`config.mk`:
```
export PLATFORM = sky130hd
export DESIGN_NAME = video_sig_capture_flat
export DESIGN_NICKNAME = d
export VERILOG_FILES = /design/src/rtl/video_sig_capture_pkg.sv /design/src/rtl/video_sig_capture_if.sv /design/src/rtl/video_sig_capture_sig_rec_fifo.sv /design/src/rtl/video_sig_capture.sv /design/src/flat_wrapper.sv
export SDC_FILE = /design/constraint.sdc
export NUM_CORES = 2
export LEC_CHECK = 0
export ABC_AREA = 0
export CAP_MARGIN = 30
export CORE_ASPECT_RATIO = 0.9
export CORE_MARGIN = 2
export CORE_UTILIZATION = 45
export CTS_CLUSTER_SIZE = 40
export DETAILED_ROUTE_END_ITERATION = 7
export PLACE_DENSITY_LB_ADDON = 0.05
export SYNTH_ARGS = -nofsm -noshare
export SYNTH_HDL_FRONTEND = slang
export SYNTH_SLANG_ARGS = --single-unit
```
`constraint.sdc`:
```
create_clock -name clk -period 5.8 [get_ports clk]
set_clock_uncertainty 0.05 [all_clocks]
set_input_delay 0.87 -clock clk [delete_from_list [all_inputs] [get_ports clk]]
set_output_delay 0.87 -clock clk [all_outputs]
set_load 0.02 [all_outputs]
```
`src/rtl/video_sig_capture_pkg.sv`:
```
// Purpose : shared constants, line-record layout and the CRC-32/MPEG-2 fold for the signature tap.
// Latency : n/a (package).
// Backpressure: n/a (package).
package video_sig_capture_pkg;

    localparam logic [31:0] CRC32_POLY = 32'h04C11DB7;
    localparam logic [31:0] CRC32_INIT = 32'hFFFFFFFF;

    // Widest pixel the fold accepts in one call.
    localparam int CRC_DATA_MAX = 64;

    // Widest counter a line record can carry. Instances build their own
    // record type at their CNT_W; this layout is the FIFO's default.
    localparam int REC_CNT_MAX = 16;

    typedef struct packed {
        logic [REC_CNT_MAX-1:0] idx;
        logic [REC_CNT_MAX-1:0] len;
        logic [31:0]            crc;
    } line_rec_t;

    // Folds the low 'width' bits of data into crc, MSB first, no reflection.
    // The data is left-aligned first so the loop only ever looks at the top bit.
    function automatic logic [31:0] crc32_fold(input logic [31:0]             crc,
                                               input logic [CRC_DATA_MAX-1:0] data,
                                               input int                      width);
        logic [31:0]             c;
        logic [CRC_DATA_MAX-1:0] d;
        logic                    fb;
        c  = crc;
        d  = data << (CRC_DATA_MAX - width);
        fb = 1'b0;
        for (int k = 0; k < CRC_DATA_MAX; k++) begin
            if (k < width) begin
                fb = c[31] ^ d[CRC_DATA_MAX-1];
                c  = {c[30:0], 1'b0} ^ (fb ? CRC32_POLY : 32'h0);
                d  = d << 1;
            end
        end
        return c;
    endfunction

endpackage

```
`src/rtl/video_sig_capture_if.sv`:
```
// Purpose : bundles the tapped video stream and the line-record valid/ready output.
// Latency : n/a (wiring only).
// Backpressure: line_ready from the consumer; the video side has none (passive tap).
// Ports   : ce/de/vs/rgb video in, line_valid/line_ready handshake, line_idx/len/crc record.
interface video_sig_capture_if #(
    parameter int PIX_W = 24,
    parameter int CNT_W = 10
);
    logic             ce;
    logic             de;
    logic             vs;
    logic [PIX_W-1:0] rgb;
    logic             line_valid;
    logic             line_ready;
    logic [CNT_W-1:0] line_idx;
    logic [CNT_W-1:0] line_len;
    logic [31:0]      line_crc;

    // master: stream source / record consumer (bench or host).
    modport master (
        output ce, de, vs, rgb, line_ready,
        input  line_valid, line_idx, line_len, line_crc
    );

    // slave: the capture block.
    modport slave (
        input  ce, de, vs, rgb, line_ready,
        output line_valid, line_idx, line_len, line_crc
    );
endinterface

```
`src/rtl/video_sig_capture_sig_rec_fifo.sv`:
```
// Purpose : synchronous FIFO of line records with registered head (valid + data flops).
// Latency : a pushed record shows at the head one clk after the push, never bypassed.
// Backpressure: push when full is accepted only with a same-cycle pop, else dropped (drop=1).
// Ports   : clk/rst, clr (flush, beats push), push_vld/push_dat, pop_vld/pop_rdy/pop_dat, drop.
module sig_rec_fifo
    import video_sig_capture_pkg::*;
#(
    parameter type rec_t = line_rec_t,
    parameter int  DEPTH = 16
) (
    input  logic clk,
    input  logic rst,
    input  logic clr,
    input  logic push_vld,
    input  rec_t push_dat,
    output logic pop_vld,
    input  logic pop_rdy,
    output rec_t pop_dat,
    output logic drop
);
    localparam int AW = $clog2(DEPTH);

    rec_t          mem [DEPTH];
    logic [AW-1:0] wptr, rptr, rptr_nx;
    logic [AW:0]   cnt, cnt_nx;
    logic          pop, wr, full;

    assign pop  = pop_vld & pop_rdy;
    assign full = (cnt == (AW+1)'(DEPTH));
    assign wr   = push_vld & ~clr & (~full | pop);
    assign drop = push_vld & ~clr & full & ~pop;

    always_comb begin
        rptr_nx = pop ? rptr + AW'(1) : rptr;
        cnt_nx  = cnt;
        if (wr && !pop)
            cnt_nx = cnt + (AW+1)'(1);
        else if (!wr && pop)
            cnt_nx = cnt - (AW+1)'(1);
    end

    always_ff @(posedge clk) begin
        if (wr)
            mem[wptr] <= push_dat;
    end

    always_ff @(posedge clk or posedge rst) begin
        if (rst) begin
            wptr    <= '0;
            rptr    <= '0;
            cnt     <= '0;
            pop_vld <= 1'b0;
            pop_dat <= '0;
        end else if (clr) begin
            wptr    <= '0;
            rptr    <= '0;
            cnt     <= '0;
            pop_vld <= 1'b0;
            pop_dat <= '0;
        end else begin
            if (wr)
                wptr <= wptr + AW'(1);
            rptr    <= rptr_nx;
            cnt     <= cnt_nx;
            pop_vld <= (cnt_nx != '0);
            // The slot being written is the new head only when the FIFO is
            // otherwise empty after this cycle; mem has not got it yet.
            pop_dat <= (wr && (wptr == rptr_nx)) ? push_dat : mem[rptr_nx];
        end
    end
endmodule

```
`src/rtl/video_sig_capture.sv`:
```
// Purpose : passive tap computing per-line and per-frame CRC-32/MPEG-2 over active pixels.
// Latency : line record at FIFO head 1 clk after its line end; frame_done 1 clk after VS rise.
// Backpressure: none on video; records dropped (sticky overflow) when the FIFO is full.
// Ports   : clk/rst, vif (video in + record out), en (arm at VS rise), clr,
//           frame_done/frame_lines/frame_crc, overflow.
module video_sig_capture
    import video_sig_capture_pkg::*;
#(
    parameter int PIX_W = 24,
    parameter int CNT_W = 10,
    parameter int DEPTH = 16
) (
    input  logic                 clk,
    input  logic                 rst,
    video_sig_capture_if.slave   vif,
    input  logic                 en,
    input  logic                 clr,
    output logic                 frame_done,
    output logic [CNT_W-1:0]     frame_lines,
    output logic [31:0]          frame_crc,
    output logic                 overflow
);
    typedef struct packed {
        logic [CNT_W-1:0] idx;
        logic [CNT_W-1:0] len;
        logic [31:0]      crc;
    } cap_rec_t;

    logic             de_q, vs_q, armed, in_line;
    logic [31:0]      line_crc, frame_acc;
    logic [CNT_W-1:0] len, idx;

    logic             start, pix, lend_fall, fend, push, in_line_nx, drop;
    logic [31:0]      crc_base, line_crc_nx, frame_acc_nx;
    logic [CNT_W-1:0] len_nx, idx_after;
    cap_rec_t         push_rec, head_rec;
    logic             head_vld;

    assign start = vif.ce & armed & vif.de & ~de_q;
    // in_line keeps a force-ended DE period from being counted as pixels
    // until DE falls and rises again.
    assign pix       = vif.ce & armed & vif.de & (in_line | ~de_q);
    assign lend_fall = vif.ce & armed & in_line & de_q & ~vif.de;
    assign fend      = vif.ce & vif.vs & ~vs_q;
    // A VS rise during a pixel closes the line including that pixel.
    assign push       = lend_fall | (fend & pix);
    assign in_line_nx = push ? 1'b0 : (pix ? 1'b1 : in_line);

    assign crc_base     = start ? CRC32_INIT : line_crc;
    assign line_crc_nx  = pix ? crc32_fold(crc_base, CRC_DATA_MAX'(vif.rgb), PIX_W) : line_crc;
    assign frame_acc_nx = pix ? crc32_fold(frame_acc, CRC_DATA_MAX'(vif.rgb), PIX_W) : frame_acc;

    assign len_nx    = start ? CNT_W'(1)
                     : (pix && (len != '1)) ? len + CNT_W'(1) : len;
    // Line index after any push this cycle; this is what a same-cycle
    // frame end reports, so the closing line is counted.
    assign idx_after = (push && (idx != '1)) ? idx + CNT_W'(1) : idx;

    assign push_rec = '{idx: idx, len: len_nx, crc: line_crc_nx};

    always_ff @(posedge clk or posedge rst) begin
        if (rst) begin
            de_q        <= 1'b0;
            vs_q        <= 1'b0;
            armed       <= 1'b0;
            in_line     <= 1'b0;
            line_crc    <= CRC32_INIT;
            frame_acc   <= CRC32_INIT;
            len         <= '0;
            idx         <= '0;
            frame_done  <= 1'b0;
            frame_lines <= '0;
            frame_crc   <= '0;
            overflow    <= 1'b0;
        end else begin
            frame_done <= 1'b0;
            if (vif.ce) begin
                de_q <= vif.de;
                vs_q <= vif.vs;
            end
            line_crc <= line_crc_nx;
            len      <= len_nx;
            in_line  <= in_line_nx;
            if (fend) begin
                if (armed && (idx_after != '0)) begin
                    frame_done  <= 1'b1;
                    frame_lines <= idx_after;
                    frame_crc   <= frame_acc_nx;
                end
                idx       <= '0;
                frame_acc <= CRC32_INIT;
                armed     <= en;
            end else begin
                idx       <= idx_after;
                frame_acc <= frame_acc_nx;
            end
            if (clr)
                overflow <= 1'b0;
            else if (drop)
                overflow <= 1'b1;
        end
    end

    sig_rec_fifo #(
        .rec_t (cap_rec_t),
        .DEPTH (DEPTH)
    ) u_fifo (
        .clk      (clk),
        .rst      (rst),
        .clr      (clr),
        .push_vld (push),
        .push_dat (push_rec),
        .pop_vld  (head_vld),
        .pop_rdy  (vif.line_ready),
        .pop_dat  (head_rec),
        .drop     (drop)
    );

    assign vif.line_valid = head_vld;
    assign vif.line_idx   = head_rec.idx;
    assign vif.line_len   = head_rec.len;
    assign vif.line_crc   = head_rec.crc;
endmodule

```
`src/flat_wrapper.sv`:
```
// flat-port wrapper written by rule: the top's interface ports become plain ports
module video_sig_capture_flat import video_sig_capture_pkg::*;
#(
    parameter int PIX_W = 24,
    parameter int CNT_W = 10,
    parameter int DEPTH = 16
)
  (clk, rst, en, clr, frame_done, frame_lines, frame_crc, overflow, vif_ce, vif_de, vif_vs, vif_rgb, vif_line_ready, vif_line_valid, vif_line_idx, vif_line_len, vif_line_crc);
  video_sig_capture_if #(.PIX_W(PIX_W), .CNT_W(CNT_W)) vif_i ();
  input  logic clk;
  input  logic rst;
  input  logic en;
  input  logic clr;
  output logic frame_done;
  output logic [CNT_W-1:0] frame_lines;
  output logic [31:0] frame_crc;
  output logic overflow;
  input wire logic [$bits(vif_i.ce)-1:0] vif_ce;
  input wire logic [$bits(vif_i.de)-1:0] vif_de;
  input wire logic [$bits(vif_i.vs)-1:0] vif_vs;
  input wire logic [$bits(vif_i.rgb)-1:0] vif_rgb;
  input wire logic [$bits(vif_i.line_ready)-1:0] vif_line_ready;
  output wire logic [$bits(vif_i.line_valid)-1:0] vif_line_valid;
  output wire logic [$bits(vif_i.line_idx)-1:0] vif_line_idx;
  output wire logic [$bits(vif_i.line_len)-1:0] vif_line_len;
  output wire logic [$bits(vif_i.line_crc)-1:0] vif_line_crc;
  assign vif_i.ce = vif_ce;
  assign vif_i.de = vif_de;
  assign vif_i.vs = vif_vs;
  assign vif_i.rgb = vif_rgb;
  assign vif_i.line_ready = vif_line_ready;
  assign vif_line_valid = vif_i.line_valid;
  assign vif_line_idx = vif_i.line_idx;
  assign vif_line_len = vif_i.line_len;
  assign vif_line_crc = vif_i.line_crc;
  video_sig_capture #(.PIX_W(PIX_W), .CNT_W(CNT_W), .DEPTH(DEPTH)) u_core (.clk(clk), .rst(rst), .vif(vif_i), .en(en), .clr(clr), .frame_done(frame_done), .frame_lines(frame_lines), .frame_crc(frame_crc), .overflow(overflow));
endmodule
```
==> impl_metrics.json <==
{
  "status": "finished clean",
  "grt-ovfl-total": 0,
  "avgSynthCellArea_um2": 18.1,
  "final_common_cell": "edfxtp_1",
  "clock_path_buffers": 3,
  "post_cts_buffers": 0,
  "cts_buffers": 104,
  "seq_area_frac_synth_pct": 68.3,
  "yosys_warnings": 0,
  "num_vias": 22500,
  "cts_resized": 0,
  "cts_tree": "yes",
  "met2_usage_pct": 37.4,
  "critPathKind": "input port to flip-flop",
  "tightestPinTransition_ns": 1.04,
  "crit_path_end_kind": "flip-flop",
  "synth_edf_count": 832,
  "hpwl_um": 66300,
  "holdCritPathClass": "flip-flop to flip-flop",
  "critical_path.max_fanout": 33,
  "ant_nets": 0,
  "period_needed_ns": 4.89,
  "core_area_um2": 96600,
  "placedCellCount": 3830,
  "first_pass_iters": 5,
  "grt_pass1_vias": 23800,
  "timing.setup.tns_ns": 0,
  "die-area_um2": 100000,
  "place_ws_ns": 0.243,
  "initial_core_util_pct": 45.5,
  "synthTopCellsByArea": "edfxtp_1 (57%), mux4_2 (13%), dfrtp_1 (7.6%)",
  "met1_usage_pct": 34.0,
  "critPathLaunch": "vif_de",
  "area_delta_synth_final_pct": 16.5,
  "via_per_inst": 5.59,
  "fin_nets": 2719,
  "synth_cell_types": 59,
  "final.setup.worst_slack_ns": 0.910,
  "finalNonFillerCells": 4034,
  "crit_required_ns": 6.08,
  "pin_count": 129,
  "drc_errors": 0,
  "fmax_mhz": 204,
  "fin_crit_sh_pct": 84.3,
  "yosysTopAreaCell": "edfxtp_1",
  "async_reset_ff_share_pct": 19.2,
  "port_buffers": 128,
  "grt_antenna_before_repair": 0,
  "grt_usage_pct": 23.1,
  "hold_buffers": 0,
  "syn_inst": 2431,
  "clk_latency_ns": 0.69,
  "final_cell_mix": "edfxtp_1 (832), xnor2_1 (259), mux4_2 (254)",
  "ys_ff_latch": 1030,
  "reg2reg_from": "u_core.de_q",
  "grt_pass1_wl_um": 167000,
  "worstPathArrival_ns": 5.17,
  "row_count": 108,
  "grt_busiest_layer": "met2",
  "clk_pin_slew_ns": 0.06,
  "drt_wl_total_um": 113000,
  "clock-sinks": 1030,
  "drive_above_1_share_pct": 24.8,
  "synth_nets": 2472,
  "holdCritStartpoint": "u_core.frame_crc[6]",
  "ys.flop_type": "edfxtp_1",
  "drt_iter0_markers": 1709,
  "drv_cap": 0,
  "hold_viol_final": 0,
  "h-tree-depth": 3,
  "slew_violations": 0,
  "met3_usage_pct": 3.16,
  "start_kind": "input port",
  "cts-root-buf": "clkbuf_16",
  "setup_viol": 0,
  "gp_congestion": 0.885,
  "die_h_um": 300,
  "synthesis.area_um2": 43900,
  "synth_top_area_share_pct": 56.9,
  "diodes": 0,
  "grt_max_degree": 120,
  "die_x_um": 333,
  "routedWlPerCell_um": 28.1,
  "relSlewSlack_pct": 30.5,
  "rsz0062_at_grt": "no"
}
worst paths after layout:
check / slack, ns / cells past startpoint / endpoint
setup / recovery: 0.91 / 13 / u_core.u_fifo.mem[15][16]
hold / removal: 0.43 / 2 / u_core.frame_crc[6]
setup reg to reg: 0.96 / 12 / u_core.u_fifo.mem[15][16]
hold reg to reg: 0.43 / 2 / u_core.frame_crc[6]
max in group asynchronous: 3.87 / 3 / u_core.u_fifo.pop_dat[25]
min in group asynchronous: 0.58 / 2 / u_core.frame_lines[6]
per-layer routing:
layer,vias to the layer above,wire length (um),part of all wire (%)
li1,9777,-,-
met1,12100,51900,46
met2,559,54500,48
met3,116,5190,4.6
met4,0,1840,1.6
met5,-,0,0
critical path, cell delays in order:
cell and delay, ns:
clkdlybuf4s50_1 0.53, and4b_2 0.27, buf_12 0.23, nor2_1 0.11, xnor2_2 0.37, xnor3_1 0.55, xor3_2 0.52, xnor2_4 0.25
xnor2_1 0.17, xnor2_1 0.16, xnor2_1 0.16, mux2i_1 0.16, nor2_1 0.76
cell usage after synthesis, types with 8 or more instances:
cell type,instances
edfxtp_1,832
ha_1,9
mux4_2,254
dfrtp_1,134
dfstp_2,64
a22o_1,12
inv_1,10
nand3_1,9
mux2i_1,14
clkbuf_1,80
a21oi_1,75
nor2b_1,8
xnor2_2,20
o21ai_0,63
xnor2_4,10
nor2_1,115
buf_1,25
nor3_1,8
xnor2_1,260
nand2_1,208
xor2_1,88
o21ai_1,11
xnor3_1,25
logic make-up (layout without fill, tap and decap cells):
group,count (synthesis),after routing,synth area share [%]
adders and majority gates,9,9,0.256
buffers and inverters,123,461,1.15
muxes,270,270,13.4
AOI/OAI and AO/OA,187,187,2.46
xor gates and xnor gates,424,424,10.7
and+or+nand+nor,388,388,3.74
DFF,1030,1030,68.3
registers in the layout (all words and copies together), names as in the netlist, 10 cells and up:
signal	cells
u_core.frame_acc	32
u_core.frame_crc	32
u_core.frame_lines	10
u_core.idx	10
u_core.len	10
u_core.line_crc	32
u_core.u_fifo.mem	832
u_core.u_fifo.pop_dat	52
layout make-up:
cell class,count,area (um2)
timing repair buffer,254,2550
fill,7710,45400
multi-input combinational,1278,13600
clock inverter,36,352
sequential,1030,30000
tap,1265,1580
inverter,10,41.3
clock buffer,161,3030
metrics by stage:
step           hold WS (ns)  area [um2]  util, %
2_1_floorplan         0.429       44000        -
3_5_place_dp          0.421       47800     49.4
3_3_place_gp          0.418       47800     49.4
5_1_grt               0.460       51200     53.0
6_report              0.425       51200     53.0
4_1_cts               0.433       51100     52.9
Power is not shown: default switching activity piles up to over one toggle a cycle in this logic, so the estimate is an artifact.
